**config.mk**
```make
export PLATFORM = sky130hd
export DESIGN_NAME = timer_loader
export DESIGN_NICKNAME = d
export VERILOG_FILES = /design/src/rtl/timer_loader.sv
export SDC_FILE = /design/constraint.sdc
export NUM_CORES = 1
export LEC_CHECK = 0
export CORE_MARGIN = 10
export CORE_UTILIZATION = 55
export CTS_CLUSTER_SIZE = 28
export DETAILED_ROUTE_END_ITERATION = 10
export PLACE_DENSITY = 0.82
export SYNTH_ARGS = -nofsm -noshare
export SYNTH_HDL_FRONTEND = slang
export SYNTH_SLANG_ARGS = --single-unit
```
**constraint.sdc**
```tcl
create_clock -name clk -period 2.8 [get_ports clk]
set_input_delay 0.28 -clock clk [delete_from_list [all_inputs] [get_ports clk]]
set_output_delay 0.28 -clock clk [all_outputs]
set_load 0.01 [all_outputs]
```
**src/rtl/timer_loader.sv**
```systemverilog
// Keypad-to-timer loader: buffers up to three BCD digits, shifts them serially into a
// countdown timer and enables it. Define TIMER_LOADER_VALIDATE_EN to reject starts with tens > 5.
module timer_loader (
  input  logic       clk,
  input  logic       clr,
  input  logic       key_valid,
  input  logic [3:0] key_digit,
  input  logic       start,
  input  logic       cancel,
  input  logic       timer_zero,
  output logic [3:0] CNT_out,
  output logic       loadn,
  output logic       en,
  output logic [1:0] digits,
  output logic       busy,
  output logic       done,
  output logic       err
);

  typedef enum logic [1:0] {
    IDLE = 2'd0,
    SEND = 2'd1,
    RUN  = 2'd2
  } state_e;

  state_e     state_q, state_d;
  logic [3:0] b_min_q, b_min_d;
  logic [3:0] b_ten_q, b_ten_d;
  logic [3:0] b_one_q, b_one_d;
  logic [1:0] digits_q, digits_d;
  logic [1:0] send_cnt_q, send_cnt_d;
  logic [3:0] cnt_out_q, cnt_out_d;
  logic       loadn_q, loadn_d;
  logic       en_q, en_d;
  logic       busy_q, busy_d;
  logic       done_q, done_d;
  logic       err_q, err_d;

  // Buffer as it stands after this cycle's key; a same-cycle start is judged against it.
  logic [3:0] k_min, k_ten, k_one;
  logic [1:0] k_digits;
  logic       key_err;
  logic       start_ok;

  always_comb begin
    // NOTE: every signal gets a default before any branch, so no path can infer a latch.
    state_d    = state_q;
    b_min_d    = b_min_q;
    b_ten_d    = b_ten_q;
    b_one_d    = b_one_q;
    digits_d   = digits_q;
    send_cnt_d = send_cnt_q;
    cnt_out_d  = 4'd0;
    loadn_d    = 1'b1;
    en_d       = 1'b0;
    done_d     = 1'b0;
    err_d      = 1'b0;
    k_min      = b_min_q;
    k_ten      = b_ten_q;
    k_one      = b_one_q;
    k_digits   = digits_q;
    key_err    = 1'b0;
    start_ok   = 1'b0;

    unique case (state_q)
      IDLE: begin
        if (key_valid) begin
          if (key_digit > 4'd9) begin
            key_err = 1'b1;
          end else if (digits_q != 2'd3) begin
            k_min    = b_ten_q;
            k_ten    = b_one_q;
            k_one    = key_digit;
            k_digits = digits_q + 2'd1;
          end
        end
        start_ok = start && (k_digits != 2'd0) && ((k_min | k_ten | k_one) != 4'd0);
`ifdef TIMER_LOADER_VALIDATE_EN
        if (k_ten > 4'd5) start_ok = 1'b0;
`endif
        b_min_d  = k_min;
        b_ten_d  = k_ten;
        b_one_d  = k_one;
        digits_d = k_digits;
        err_d    = key_err || (start && !start_ok);
        if (start_ok) begin
          state_d    = SEND;
          send_cnt_d = 2'd0;
        end
      end

      SEND: begin
        send_cnt_d = send_cnt_q + 2'd1;
        // Oldest digit first: the timer shifts ones -> tens -> mins.
        unique case (send_cnt_q)
          2'd0: begin loadn_d = 1'b0; cnt_out_d = b_min_q; end
          2'd1: begin loadn_d = 1'b0; cnt_out_d = b_ten_q; end
          2'd2: begin loadn_d = 1'b0; cnt_out_d = b_one_q; end
          default: begin
            state_d  = RUN;
            en_d     = 1'b1;
            b_min_d  = 4'd0;
            b_ten_d  = 4'd0;
            b_one_d  = 4'd0;
            digits_d = 2'd0;
          end
        endcase
      end

      RUN: begin
        if (timer_zero) begin
          state_d = IDLE;
          done_d  = 1'b1;
        end else begin
          en_d = 1'b1;
        end
      end

      default: state_d = IDLE;
    endcase

    if (cancel) begin
      state_d    = IDLE;
      b_min_d    = 4'd0;
      b_ten_d    = 4'd0;
      b_one_d    = 4'd0;
      digits_d   = 2'd0;
      send_cnt_d = 2'd0;
      cnt_out_d  = 4'd0;
      loadn_d    = 1'b1;
      en_d       = 1'b0;
      done_d     = 1'b0;
      err_d      = 1'b0;
    end

    busy_d = (state_d != IDLE);
  end

  always_ff @(posedge clk) begin
    // NOTE: non-blocking assignments so every flop samples the pre-edge values.
    if (clr) begin
      state_q    <= IDLE;
      b_min_q    <= 4'd0;
      b_ten_q    <= 4'd0;
      b_one_q    <= 4'd0;
      digits_q   <= 2'd0;
      send_cnt_q <= 2'd0;
      cnt_out_q  <= 4'd0;
      loadn_q    <= 1'b1;
      en_q       <= 1'b0;
      busy_q     <= 1'b0;
      done_q     <= 1'b0;
      err_q      <= 1'b0;
    end else begin
      state_q    <= state_d;
      b_min_q    <= b_min_d;
      b_ten_q    <= b_ten_d;
      b_one_q    <= b_one_d;
      digits_q   <= digits_d;
      send_cnt_q <= send_cnt_d;
      cnt_out_q  <= cnt_out_d;
      loadn_q    <= loadn_d;
      en_q       <= en_d;
      busy_q     <= busy_d;
      done_q     <= done_d;
      err_q      <= err_d;
    end
  end

  assign CNT_out = cnt_out_q;
  assign loadn   = loadn_q;
  assign en      = en_q;
  assign digits  = digits_q;
  assign busy    = busy_q;
  assign done    = done_q;
  assign err     = err_q;

endmodule

```
==> results.toml, run 1 <==
[timing]
clock.fmax_mhz = 502.1
grt_setup_unrepaired = "false"
tightestPinTransition_ns = 0.7005
maxSlewViolCount = 0
relSlewSlack_pct = 53.13
timing.final.crit_share_pct = 71.13
finalSetupViolCount = 0
final.setup.tns_ns = 0
fin_crit_ns = 1.992
fin_skew_ns = 0.01282
final.setup.worst_slack_ns = 0.8084
hold_viol = 0

[grt]
use_met3_pct = 4.731
grt_usage_pct = 13.81
use_met1_pct = 17.62
grt_pass1_wl_um = 4954
antenna_found_initial = 0
grt_use_met2_pct = 20.93
grt_overflow = 0
busiest_layer = "met2"
grt_max_degree = 17
grt_pass1_vias = 1065

[synthesis]
yosysWarnings = 0
synth_fp_nets = 163
synth_ff_type = "dfxtp_1"
async_reset_ff_share_pct = 0
syn_avg_cell_area_um2 = 8.750
postSynthCellCount = 145
yosysTopAreaCell = "dfxtp_1"
synth_edf_count = 0
synthSimpleGateAreaFrac_pct = 25.84
synth_mux_area_share_pct = 1.183
synth_top_area_share_pct = 42.60
synth-seq-cells = 27
yosys.area_share.adder_pct = 7.890
ys_seq_area_share_pct = 42.60
synth_compound_area_share_pct = 19.53
synth-xor-area-share_pct = 0
synth_top_family_by_area = "simple AND/OR/NAND/NOR gates"
synth_area_leaders = "dfxtp_1 43%, ha_1 7.9%, a21oi_1 6.7%"
synthesis.area_um2 = 1269
netlist_top_cells_count = "27 x dfxtp_1, 21 x nand2_1, 17 x a21oi_1"
synth_cell_types = 34
yosys.cell_count.top_type = "dfxtp_1"

[min_path]
worstHoldPathType = "register to register"

[cells_and_area]
antenna_cells = 0
final_cells = 193
post-route-util_pct = 68.67
area_growth_pct = 19.72
nets = 184
layout-drive-gt1-share_pct = 7.879

[drt]
antenna_left = 0
drtIter0Drc = 136
finalWirelength_um = 2935
via_per_inst = 5.943
drc_errors = 0
wl_per_cell_um = 15.21
vias = 1147
first_pass_iters = 4

[placed_design]
placed_cells = 189
dp_hpwl_um = 2217
gp_congestion = 0.8255
port_buffers = 20
dp_slack_ns = 0.5113

[critical_path]
r2r_slack_ns = 0.81
startpoint_type = "register"
path_max_fanout = 11
crit_required_ns = 3.08
cp-end-kind = "register"
cp.arrival_ns = 2.28
crit_type = "register to register"

[pwr]
vdd_drop_max_mv = 0.3165
fin_total_pwr_mw = 0.6397
power_density_nw_per_um2 = 421.1
p_leak_nw = 0.5250

[job]
maxCapViolations = 0

[clock_tree]
numCtsBuffers = 3
cts_hold_buf = 0
clockBufferDepth = 2
clkSlewWorstSetupHoldPaths_ns = 0.15
root_buffer = "clkbuf_4"
clk_latency_ns = 0.34
post-cts-setup-buffers = 0
cts_tree = "done"
h-tree-depth = 1
clkSinkCount = 27
cts_resized = 0

[floorplan]
design.core.area_um2 = 2212
die_w_um = 68.03
fp-row-count = 17
start_util_pct = 57.35
dieArea_um2 = 4628
dieHeight_um = 68.03
io-pin-count = 21

[outcome]
outcome = "finished clean"
routing by layer:
metal  wire, um  share of wire, %
met1       1234                42
met2       1382                47
met3        267               9.1
met4         51               1.7
met5          0                 0
cell families (layout without fill, tap and decap cells):
group,Yosys count,in the layout
and+or+nand+nor,64,64
AOI/OAI and AO/OA,35,35
muxes,1,1
DFF,27,27
adders and majority gates,8,8
buffers and inverters,10,30
cell type report:
type | count | area [um2]
Fill cell | 193 | 693.2
Multi-Input combinational cell | 108 | 690.7
Sequential cell | 27 | 540.5
Timing Repair Buffer | 20 | 200.2
Tap cell | 28 | 35.03
Clock buffer | 3 | 22.52
Inverter | 6 | 22.52
Clock inverter | 1 | 7.507
worst paths after layout:
path | start | endpoint | cells after the start
setup reg to reg | state_q[1] | b_ten_q[3] | 6
hold reg to reg | b_ten_q[3] | b_min_q[3] | 2
setup / recovery | state_q[1] | b_ten_q[3] | 6
hold / removal | b_ten_q[3] | b_min_q[3] | 2
stage by stage:
stage | hold WS [ns] | cell area [um2]
2_1_floorplan | 0.4160 | 1269
4_1_cts | 0.5010 | 1519
3_3_place_gp | 0.4715 | 1489
3_5_place_dp | 0.4800 | 1489
5_1_grt | 0.5359 | 1519
6_report | 0.4972 | 1519
registers in the layout, summed over array words and instances (netlist names):
register    cells
CNT_out         4
b_min_q         4
b_one_q         4
b_ten_q         4
busy            1
digits          2
done            1
en              1
err             1
loadn           1
send_cnt_q      2
state_q         2
placed cells by master, fill, tap and decap left out, types with 2 or more instances in the layout:
| master | n |
|---|---|
| clkdlybuf4s50_1 | 20 |
| dfxtp_1 | 27 |
| nor4_2 | 2 |
| inv_1 | 6 |
| ha_1 | 8 |
| nand3b_1 | 2 |
| nand2b_1 | 2 |
| clkbuf_4 | 3 |
| a222oi_1 | 4 |
| and3_1 | 3 |
| nor2_1 | 11 |
| nor2b_1 | 3 |
| nand2_1 | 21 |
| a21oi_1 | 17 |
| o2bb2ai_1 | 2 |
| nand3_1 | 13 |
| o21ai_2 | 2 |
critical path: stages (launching register included):
cell and delay, ns:
dfxtp_1 0.48, inv_1 0.10, ha_1 0.29, nand2b_1 0.22, nor2_1 0.56, nand2_1 0.14, a21oi_1 0.15
power by group:
group	switching [mW]	total (mW)	leakage (nW)	internal, mW
Clock	0.118	0.173	0.0139	0.0549
Sequential	0.00456	0.394	0.218	0.389
Combinational	0.0393	0.0727	0.293	0.0334
Total	0.162	0.640	0.525	0.477
Note: power is estimated with default switching activity, not from simulation.
==> inputs of run 2 (changes only) <==
- CORE_UTILIZATION: 55 -> 46
- PLACE_DENSITY: 0.82 -> 0.73
- clock period: 2.8 -> 1.83 ns (I/O delays scaled with it)
==> results.toml, run 2 (synthesized netlist as in run 1, its figures left out) <==
[drt]
antenna_left = 0
wl_per_cell_um = 14.62
finalWirelength_um = 3070
drtIter0Drc = 103
vias = 1167
via_per_inst = 5.557
drc_errors = 0
first_pass_iters = 4

[cells_and_area]
nets = 199
antenna_cells = 0
stdcell_area_um2 = 1645
final_cell_mix = "25 x dfxtp_1, 20 x nand2_1, 20 x clkdlybuf4s50_1, 17 x a21oi_1, 15 x buf_4"
area_growth_pct = 29.68
final_common_cell = "dfxtp_1"
layout-drive-gt1-share_pct = 18.89

[critical_path]
crit_required_ns = 2.10
r2r_slack_ns = 0.05
path_max_fanout = 6
startpoint_type = "register"
rr_endpoint = "send_cnt_q[1]"
cp-end-kind = "register"
crit_type = "register to register"
cp.arrival_ns = 2.05
reg2reg_depth = 6
r2r_start = "b_min_q[1]"

[clock_tree]
root_buffer = "clkbuf_4"
clkSlewWorstSetupHoldPaths_ns = 0.14
cts_tree = "done"
numCtsBuffers = 3
h-tree-depth = 1
clkSinkCount = 27
clk_latency_ns = 0.33
clockBufferDepth = 2
cts_hold_buf = 0

[placed_design]
dp_slack_ns = -0.2496
placed_cell_area_um2 = 1597
port_buffers = 20
dp_hpwl_um = 2451
gp_congestion = 0.8056

[pwr]
comb_power_share_pct = 14.0
p_int_mw = 0.7491
vdd_drop_max_mv = 0.3913
switching_share_pct = 24.81
switchingPower_mw = 0.2472
power_density_nw_per_um2 = 605.5
power_frac_clock_pct = 25.8
p_leak_nw = 0.6102
seq_power_share_pct = 60.2

[min_path]
hold_path.startpoint = "timer_zero"
worstHoldEndpoint = "done"
hold_depth = 2
worstHoldPathType = "input pin to register"

[timing]
fin_skew_ns = 0.004936
tightestPinTransition_ns = 0.4011
hold_viol = 0
final.setup.tns_ns = 0
relSlewSlack_pct = 73.26
maxSlewViolCount = 0
final.setup.worst_slack_ns = 0.05084
grt_setup_unrepaired = "false"
timing.final.crit_share_pct = 97.22
fin_crit_ns = 1.779
clock.fmax_mhz = 562.1
finalSetupViolCount = 0

[floorplan]
io-pin-count = 21
dieHeight_um = 72.52
die_w_um = 72.52
design.core.area_um2 = 2545
fp-row-count = 18
start_util_pct = 49.85
dieArea_um2 = 5258

[grt]
grt_max_degree = 16
grt_pass1_vias = 1153
grt_pass1_wl_um = 5188
grt_overflow = 0
grt_usage_pct = 11.93
antenna_found_initial = 0

[outcome]
outcome = "finished clean"

[job]
maxCapViolations = 0
[run 2: layout make-up]
class | count | area (um2)
flip-flops and latches | 27 | 543.0
fillers | 219 | 899.6
inverters | 6 | 22.52
clock inverters | 1 | 5.005
well taps | 30 | 37.54
clock buffers | 3 | 22.52
repair buffers | 35 | 312.8
multi-input cells | 108 | 701.9
[run 2: worst max path at each step]
stage	from	to	slack, ns	cells after the start
finish	b_min_q[1]	send_cnt_q[1]	0.05	6
global route	b_min_q[1]	send_cnt_q[1]	0.005	6
CTS	b_min_q[1]	send_cnt_q[1]	0.01	6
detailed placement	key_digit[2]	err	-0.25	7
global placement	key_digit[2]	err	-0.21	7
floorplan	b_ten_q[2]	send_cnt_q[1]	0.13	6
[run 2: what timing repair did]
| item | 4_1_cts | 5_1_grt |
|---|---|---|
| endpoints found under the setup margin | 2 | 12 |
| pin swaps | 0 | 1 |
| resized for setup | 3 | 3 |
| buffers inserted | 1 | 0 |
[run 2: metal layers]
layer,global-route usage (%),share of wire (%),up-vias,wire length (um)
li1,-,-,595,-
met3,3.401,6.0,5,184
met4,4.641,1.4,0,42
met1,13.78,46,539,1423
met5,0,0,-,0
met2,20.21,46,28,1420
[run 2: power groups by stage]
stage	logic [mW]	registers, mW	clock network (mW)
final	0.140	0.600	0.257
after floorplan	0.0666	0.615	0
after global routing	0.151	0.601	0.296
after detailed placement	0.135	0.613	0
after CTS	0.137	0.600	0.264
after global placement	0.132	0.612	0
[run 2: metrics by stage]
step           utilization (%)  power (mW)  hold slack, ns  instances
2_1_floorplan                -      0.6813          0.3190        145
3_3_place_gp             62.73      0.7443          0.4776        205
3_5_place_dp             62.73      0.7474          0.4814        205
4_1_cts                  64.36       1.001          0.4482        210
5_1_grt                  64.65       1.048          0.4423        210
6_report                 64.65      0.9963          0.4469        210
[run 2: critical path, cell delays in order (launching register included)]
cell	delay, ns
dfxtp_2	0.35
or4_4	0.53
nor4_2	0.16
mux2_4	0.20
a311oi_4	0.12
a211o_1	0.30
o21ai_2	0.06
